==> config.mk <==
export PLATFORM = sky130hd
export DESIGN_NAME = wb_sdram_arbiter_flat
export DESIGN_NICKNAME = d
export VERILOG_FILES = /design/src/rtl/wb_sdram_arbiter_if.sv /design/src/rtl/wb_sdram_arbiter.sv /design/src/flat_wrapper.sv
export SDC_FILE = /design/constraint.sdc
export NUM_CORES = 1
export LEC_CHECK = 0
export ABC_AREA = 1
export ABC_CLOCK_PERIOD_IN_PS = 2830
export CORE_AREA = 2 2 107 109
export CTS_CLUSTER_SIZE = 20
export DETAILED_ROUTE_END_ITERATION = 6
export DIE_AREA = 0 0 109 111
export SYNTH_ARGS = -nofsm -noshare
export SYNTH_HDL_FRONTEND = slang
export SYNTH_SLANG_ARGS = --single-unit
==> constraint.sdc <==
create_clock -name wb_clk_i -period 2.83 [get_ports wb_clk_i]
set_input_delay 0.4245 -clock wb_clk_i [delete_from_list [all_inputs] [get_ports wb_clk_i]]
set_output_delay 0.4245 -clock wb_clk_i [all_outputs]
set_load 0.01 [all_outputs]
==> src/rtl/wb_sdram_arbiter_if.sv <==
// Bus bundle between the two Wishbone requesters, the arbiter and the SDRAM controller's slave port.
// The slave modport is the arbiter's view; the master modport is the requester/SDRAM side.
interface wb_sdram_arbiter_if #(
  parameter int DW = 32,
  parameter int AW = 26
);
  logic [1:0]          m_cyc_i;
  logic [1:0]          m_stb_i;
  logic [1:0]          m_we_i;
  logic [2*AW-1:0]     m_addr_i;
  logic [2*DW-1:0]     m_dat_i;
  logic [2*(DW/8)-1:0] m_sel_i;
  logic [5:0]          m_cti_i;
  logic [DW-1:0]       m_dat_o;
  logic [1:0]          m_ack_o;
  logic [1:0]          m_err_o;
  logic                s_cyc_o;
  logic                s_stb_o;
  logic                s_we_o;
  logic [AW-1:0]       s_addr_o;
  logic [DW-1:0]       s_dat_o;
  logic [DW/8-1:0]     s_sel_o;
  logic [2:0]          s_cti_o;
  logic [DW-1:0]       s_dat_i;
  logic                s_ack_i;
  logic [1:0]          gnt_o;

  modport slave (
    input  m_cyc_i, m_stb_i, m_we_i, m_addr_i, m_dat_i, m_sel_i, m_cti_i,
    input  s_dat_i, s_ack_i,
    output m_dat_o, m_ack_o, m_err_o,
    output s_cyc_o, s_stb_o, s_we_o, s_addr_o, s_dat_o, s_sel_o, s_cti_o,
    output gnt_o
  );

  modport master (
    output m_cyc_i, m_stb_i, m_we_i, m_addr_i, m_dat_i, m_sel_i, m_cti_i,
    output s_dat_i, s_ack_i,
    input  m_dat_o, m_ack_o, m_err_o,
    input  s_cyc_o, s_stb_o, s_we_o, s_addr_o, s_dat_o, s_sel_o, s_cti_o,
    input  gnt_o
  );
endinterface

==> src/rtl/wb_sdram_arbiter.sv <==
// Round-robin two-requester Wishbone arbiter for the SDRAM controller slave port.
// Grants are cyc-framed, gated on sdr_init_done, and a per-transfer watchdog kicks out stalled owners.
module wb_sdram_arbiter #(
  parameter int DW  = 32,
  parameter int AW  = 26,
  parameter int TMO = 256
) (
  input logic               wb_clk_i,
  input logic               wb_rst_i,
  input logic               sdr_init_done,
  wb_sdram_arbiter_if.slave bus
);

  localparam int SW = DW / 8;
  localparam int TW = $clog2(TMO) + 1;
  localparam logic [TW-1:0] TLAST = TW'(TMO - 1);

  // State encoding doubles as the one-hot grant vector.
  typedef enum logic [1:0] {
    IDLE = 2'b00,
    GNT0 = 2'b01,
    GNT1 = 2'b10
  } state_t;

  state_t        state_q, state_d;
  logic          last_q, last_d;
  logic [TW-1:0] tcnt_q, tcnt_d;

  logic own;
  logic idx;
  logic own_cyc;
  logic own_stb;
  logic timeout;

  assign own       = (state_q == GNT0) || (state_q == GNT1);
  assign idx       = (state_q == GNT1);
  assign own_cyc   = own && bus.m_cyc_i[idx];
  assign own_stb   = own && bus.m_stb_i[idx];
  assign timeout   = own_cyc && own_stb && !bus.s_ack_i && (tcnt_q == TLAST);
  assign bus.gnt_o = state_q;
  assign bus.m_dat_o = bus.s_dat_i;

  always_comb begin
    bus.s_cyc_o  = 1'b0;
    bus.s_stb_o  = 1'b0;
    bus.s_we_o   = 1'b0;
    bus.s_addr_o = '0;
    bus.s_dat_o  = '0;
    bus.s_sel_o  = '0;
    bus.s_cti_o  = '0;
    bus.m_ack_o  = 2'b00;
    bus.m_err_o  = 2'b00;
    if (own) begin
      bus.s_cyc_o  = own_cyc;
      bus.s_stb_o  = own_stb;
      bus.s_we_o   = bus.m_we_i[idx];
      bus.s_addr_o = idx ? bus.m_addr_i[AW +: AW] : bus.m_addr_i[0 +: AW];
      bus.s_dat_o  = idx ? bus.m_dat_i[DW +: DW]  : bus.m_dat_i[0 +: DW];
      bus.s_sel_o  = idx ? bus.m_sel_i[SW +: SW]  : bus.m_sel_i[0 +: SW];
      bus.s_cti_o  = idx ? bus.m_cti_i[5:3]       : bus.m_cti_i[2:0];
      bus.m_ack_o  = idx ? {bus.s_ack_i, 1'b0}    : {1'b0, bus.s_ack_i};
      bus.m_err_o  = idx ? {timeout, 1'b0}        : {1'b0, timeout};
    end
  end

  always_comb begin
    state_d = state_q;
    last_d  = last_q;
    tcnt_d  = tcnt_q;
    case (state_q)
      IDLE: begin
        tcnt_d = '0;
        if (sdr_init_done) begin
          if (bus.m_cyc_i == 2'b11) begin
            state_d = last_q ? GNT0 : GNT1;
          end else if (bus.m_cyc_i[0]) begin
            state_d = GNT0;
          end else if (bus.m_cyc_i[1]) begin
            state_d = GNT1;
          end
        end
      end
      GNT0, GNT1: begin
        if (!bus.m_cyc_i[idx]) begin
          // Owner released: hand straight over if the other side is waiting.
          last_d  = idx;
          tcnt_d  = '0;
          state_d = (bus.m_cyc_i[~idx] && sdr_init_done) ? (idx ? GNT0 : GNT1) : IDLE;
        end else if (timeout) begin
          last_d  = idx;
          tcnt_d  = '0;
          state_d = IDLE;
        end else if (own_stb && !bus.s_ack_i) begin
          tcnt_d = tcnt_q + TW'(1);
        end else begin
          tcnt_d = '0;
        end
      end
      default: begin
        state_d = IDLE;
        tcnt_d  = '0;
      end
    endcase
  end

  always_ff @(posedge wb_clk_i) begin
    if (wb_rst_i) begin
      state_q <= IDLE;
      last_q  <= 1'b1;
      tcnt_q  <= '0;
    end else begin
      state_q <= state_d;
      last_q  <= last_d;
      tcnt_q  <= tcnt_d;
    end
  end

endmodule
==> src/flat_wrapper.sv <==
// flat-port wrapper written by rule: the top's interface ports become plain ports
module wb_sdram_arbiter_flat 
#(
  parameter int DW  = 32,
  parameter int AW  = 26,
  parameter int TMO = 256
)
  (wb_clk_i, wb_rst_i, sdr_init_done, bus_m_cyc_i, bus_m_stb_i, bus_m_we_i, bus_m_addr_i, bus_m_dat_i, bus_m_sel_i, bus_m_cti_i, bus_s_dat_i, bus_s_ack_i, bus_m_dat_o, bus_m_ack_o, bus_m_err_o, bus_s_cyc_o, bus_s_stb_o, bus_s_we_o, bus_s_addr_o, bus_s_dat_o, bus_s_sel_o, bus_s_cti_o, bus_gnt_o);
  wb_sdram_arbiter_if #(.DW(DW), .AW(AW)) bus_i ();
  input logic wb_clk_i;
  input logic wb_rst_i;
  input logic sdr_init_done;
  input wire logic [$bits(bus_i.m_cyc_i)-1:0] bus_m_cyc_i;
  input wire logic [$bits(bus_i.m_stb_i)-1:0] bus_m_stb_i;
  input wire logic [$bits(bus_i.m_we_i)-1:0] bus_m_we_i;
  input wire logic [$bits(bus_i.m_addr_i)-1:0] bus_m_addr_i;
  input wire logic [$bits(bus_i.m_dat_i)-1:0] bus_m_dat_i;
  input wire logic [$bits(bus_i.m_sel_i)-1:0] bus_m_sel_i;
  input wire logic [$bits(bus_i.m_cti_i)-1:0] bus_m_cti_i;
  input wire logic [$bits(bus_i.s_dat_i)-1:0] bus_s_dat_i;
  input wire logic [$bits(bus_i.s_ack_i)-1:0] bus_s_ack_i;
  output wire logic [$bits(bus_i.m_dat_o)-1:0] bus_m_dat_o;
  output wire logic [$bits(bus_i.m_ack_o)-1:0] bus_m_ack_o;
  output wire logic [$bits(bus_i.m_err_o)-1:0] bus_m_err_o;
  output wire logic [$bits(bus_i.s_cyc_o)-1:0] bus_s_cyc_o;
  output wire logic [$bits(bus_i.s_stb_o)-1:0] bus_s_stb_o;
  output wire logic [$bits(bus_i.s_we_o)-1:0] bus_s_we_o;
  output wire logic [$bits(bus_i.s_addr_o)-1:0] bus_s_addr_o;
  output wire logic [$bits(bus_i.s_dat_o)-1:0] bus_s_dat_o;
  output wire logic [$bits(bus_i.s_sel_o)-1:0] bus_s_sel_o;
  output wire logic [$bits(bus_i.s_cti_o)-1:0] bus_s_cti_o;
  output wire logic [$bits(bus_i.gnt_o)-1:0] bus_gnt_o;
  assign bus_i.m_cyc_i = bus_m_cyc_i;
  assign bus_i.m_stb_i = bus_m_stb_i;
  assign bus_i.m_we_i = bus_m_we_i;
  assign bus_i.m_addr_i = bus_m_addr_i;
  assign bus_i.m_dat_i = bus_m_dat_i;
  assign bus_i.m_sel_i = bus_m_sel_i;
  assign bus_i.m_cti_i = bus_m_cti_i;
  assign bus_i.s_dat_i = bus_s_dat_i;
  assign bus_i.s_ack_i = bus_s_ack_i;
  assign bus_m_dat_o = bus_i.m_dat_o;
  assign bus_m_ack_o = bus_i.m_ack_o;
  assign bus_m_err_o = bus_i.m_err_o;
  assign bus_s_cyc_o = bus_i.s_cyc_o;
  assign bus_s_stb_o = bus_i.s_stb_o;
  assign bus_s_we_o = bus_i.s_we_o;
  assign bus_s_addr_o = bus_i.s_addr_o;
  assign bus_s_dat_o = bus_i.s_dat_o;
  assign bus_s_sel_o = bus_i.s_sel_o;
  assign bus_s_cti_o = bus_i.s_cti_o;
  assign bus_gnt_o = bus_i.gnt_o;
  wb_sdram_arbiter #(.DW(DW), .AW(AW), .TMO(TMO)) u_core (.wb_clk_i(wb_clk_i), .wb_rst_i(wb_rst_i), .sdr_init_done(sdr_init_done), .bus(bus_i));
endmodule
==> impl_metrics.tcl <==
set metrics [dict create \
    status "completed" \
    htreeDepth 1 \
    n_antenna_cell 0 \
    placed_area_mm2 0.00368 \
    r2r_cells 12 \
    n_fill_cell 1124 \
    syn-cell-area_mm2 0.00162 \
    worst_slack_ps 119 \
    die_h_um 111 \
    vdd_drop_max_v 0.000551 \
    utilization_pct 34.8 \
    hold_path_end "u_core.tcnt_q[0]" \
    cts.hold.buffers_added 0 \
    sw_frac_of_total_pct 40.7 \
    synth-seq-cells 12 \
    root_buffer "clkbuf_16" \
    grt.overflow.total 0 \
    cp_max_fo 30 \
    setup_viol 0 \
    grt_pass1_vias 2230 \
    min_period_ps 2710 \
    drcViolationCount 0 \
    clk_pin_slew_ps 50 \
    hold_depth 1 \
    drtIter0Drc 143 \
    clock-sinks 12 \
    synth_nets 394 \
    rsz0062_at_grt "no" \
    comb_power_share_pct 87.7 \
    reg2reg_from "u_core.tcnt_q[0]" \
    syn_area_per_cell_um2 7.50 \
    cellPowerDensity_mw_per_mm2 1070 \
    vias_per_cell 4.28 \
    fp-row-count 39 \
    drt-total-wl_um 9650 \
    finalHoldViolCount 0 \
    setup.worst_path.start_class "flop" \
    timing.rr.end "u_core.bus.gnt_o[0]" \
    seq_power_share_pct 5.2 \
    grt_pass1_wl_um 13000 \
    hold_start "u_core.tcnt_q[0]" \
    rrSetupSlack_ps 970 \
    ant_nets 0 \
    cts_inserted_buffers 3 \
    vias 2292 \
    synth.distinct_cells 26 \
    final_common_cell "clkdlybuf4s50_1" \
    skew_ps 4.70 \
    drive_above_1_share_pct 5.34 \
    globalRouteTotalUtil_pct 14.0 \
    worstPathRequired_ps 2410 \
    synth-warning-count 0 \
    synthCells 216 \
    worst_pin_slew_ps 215 \
    power.share.clock_pct 7.1 \
    io_pins 278 \
    p_int_mw 2.45 \
    wl_per_cell_um 18.0 \
    critPathKind "reg2out" \
    end_kind "output port" \
    fin_crit_sh_pct 95.8 \
    chipWidth_um 109 \
    dpl.hpwl_um 7590 \
    drv_cap 0 \
    worstPathArrival_ps 2290 \
    dpl_worst_slack_ps 224 \
    fmax_ghz 0.369 \
    grt_start_max_net_pins 69 \
    cts_tree "done" \
    syn_to_final_growth_pct 138 \
    first_pass_iters 4 \
    final-max-slew-violation-count 0 \
    antenna_found_initial 0 \
    hp-class "reg2reg" \
    place.gp.congestion 0.784 \
    die-area_mm2 0.0121 \
    portBuffers 213 \
    most-common-layout-cells "clkdlybuf4s50_1 (210), a22o_1 (66), inv_1 (18), nand2_1 (18), nor2_1 (15)" \
    p_sw_mw 1.68 \
    tns_ps 0 \
    fin_nets 572 \
    clk_latency_ps 240 \
    core_area_mm2 0.0111 \
    ys_seq_area_share_pct 14.8 \
    cts_buffer_depth 2 \
    start_util_pct 14.6 \
    maxSlewHeadroom_pct 85.5 \
    design_area_mm2 0.00386 \
    leakage_nw 1.54 \
]
stage by stage:
| step | hold slack [ps] | total power [mW] | cells |
|---|---|---|---|
| after global placement | 429 | 3.61 | 529 |
| after detailed placement | 469 | 3.61 | 529 |
| final | 462 | 4.13 | 536 |
| after global routing | 517 | 4.36 | 536 |
| after floorplan | 418 | 1.82 | 216 |
| after CTS | 476 | 4.11 | 534 |
power groups by stage:
| stage | Combinational [mW] | Sequential, mW | Clock, mW |
|---|---|---|---|
| after floorplan | 1.60 | 0.220 | 0 |
| after global placement | 3.40 | 0.215 | 0 |
| after detailed placement | 3.39 | 0.217 | 0 |
| after CTS | 3.60 | 0.216 | 0.298 |
| after global routing | 3.84 | 0.219 | 0.305 |
| final | 3.63 | 0.215 | 0.292 |
sequential cells by signal, summed over array words and instances (netlist names):
register / flops
u_core.tcnt_q: 9
u_core.bus.gnt_o: 2
u_core.last_q: 1
area by class of cell:
cell class / count / area, um2 / share of cell area (%)
Clock buffer: 4 / 88.8 / 2.30
Timing Repair Buffer: 219 / 2270 / 58.8
Sequential cell: 12 / 241 / 6.26
Tap cell: 143 / 179 / 4.64
Inverter: 19 / 71.3 / 1.85
Multi-Input combinational cell: 139 / 1010 / 26.2
kinds of logic (layout without fill, tap and decap cells):
logic type / after synthesis / after routing / synth area share [%]
DFF: 12 / 12 / 14.8
xor gates and xnor gates: 2 / 2 / 1.08
and+or+nand+nor: 52 / 52 / 15.1
AOI/OAI and AO/OA: 79 / 79 / 40.3
adders and majority gates: 6 / 6 / 4.64
buffers and inverters: 65 / 242 / 24.0
worst max-delay path, cell delays in order (launching register included):
cell and delay [ps]:
dfxtp_1 340, inv_1 110, ha_4 320, inv_1 100, nor2_4 200, buf_12 210
a22o_1 190, clkdlybuf4s50_1 550
worst max path at each step:
stage / startpoint / end / cells after the start / slack [ps]
after floorplan: u_core.bus.gnt_o[0] / bus_s_addr_o[21] / 7 / 840
after global placement: u_core.bus.gnt_o[1] / bus_s_dat_o[6] / 7 / 240
after detailed placement: u_core.bus.gnt_o[1] / bus_s_dat_o[31] / 7 / 220
after CTS: u_core.bus.gnt_o[0] / bus_s_dat_o[26] / 7 / 20
after global routing: u_core.bus.gnt_o[0] / bus_s_dat_o[6] / 7 / 10
final: u_core.bus.gnt_o[0] / bus_s_addr_o[14] / 7 / 120
synthesized netlist by cell type:
cell type	number	area, um2
a21oi_1	6	30.0
buf_4	37	278
xor2_1	1	8.76
a22o_1	66	578
o211ai_1	1	7.51
xnor2_1	1	8.76
o21bai_1	1	7.51
clkbuf_1	5	18.8
ha_1	6	75.1
inv_2	1	3.75
nand2_2	2	12.5
nand4_1	1	6.26
nor2_2	2	12.5
nand3_2	2	20.0
nor3_1	1	5.00
nor3b_1	2	15.0
nor3_2	1	10.0
dfxtp_1	12	240
o21ai_0	3	15.0
nand3_1	8	40.0
nand2_1	18	67.6
buf_2	4	20.0
o21a_1	1	7.51
nor2_1	15	56.3
inv_1	18	67.6
a21boi_0	1	7.51
layer usage:
layer	global-route usage, %	up-vias	routed length, um
met1	17.5	1065	4030
met4	2.56	0	131
met3	2.70	7	853
met2	24.6	116	4630
li1	-	1104	-
met5	0	-	0
what timing repair did:
item	CTS	global route
pin swaps	1	1
cloned	1	1
setup buffers	0	1
resized for setup	4	3
endpoints found under the setup margin	6	24
(Power assumes the default switching activity.)
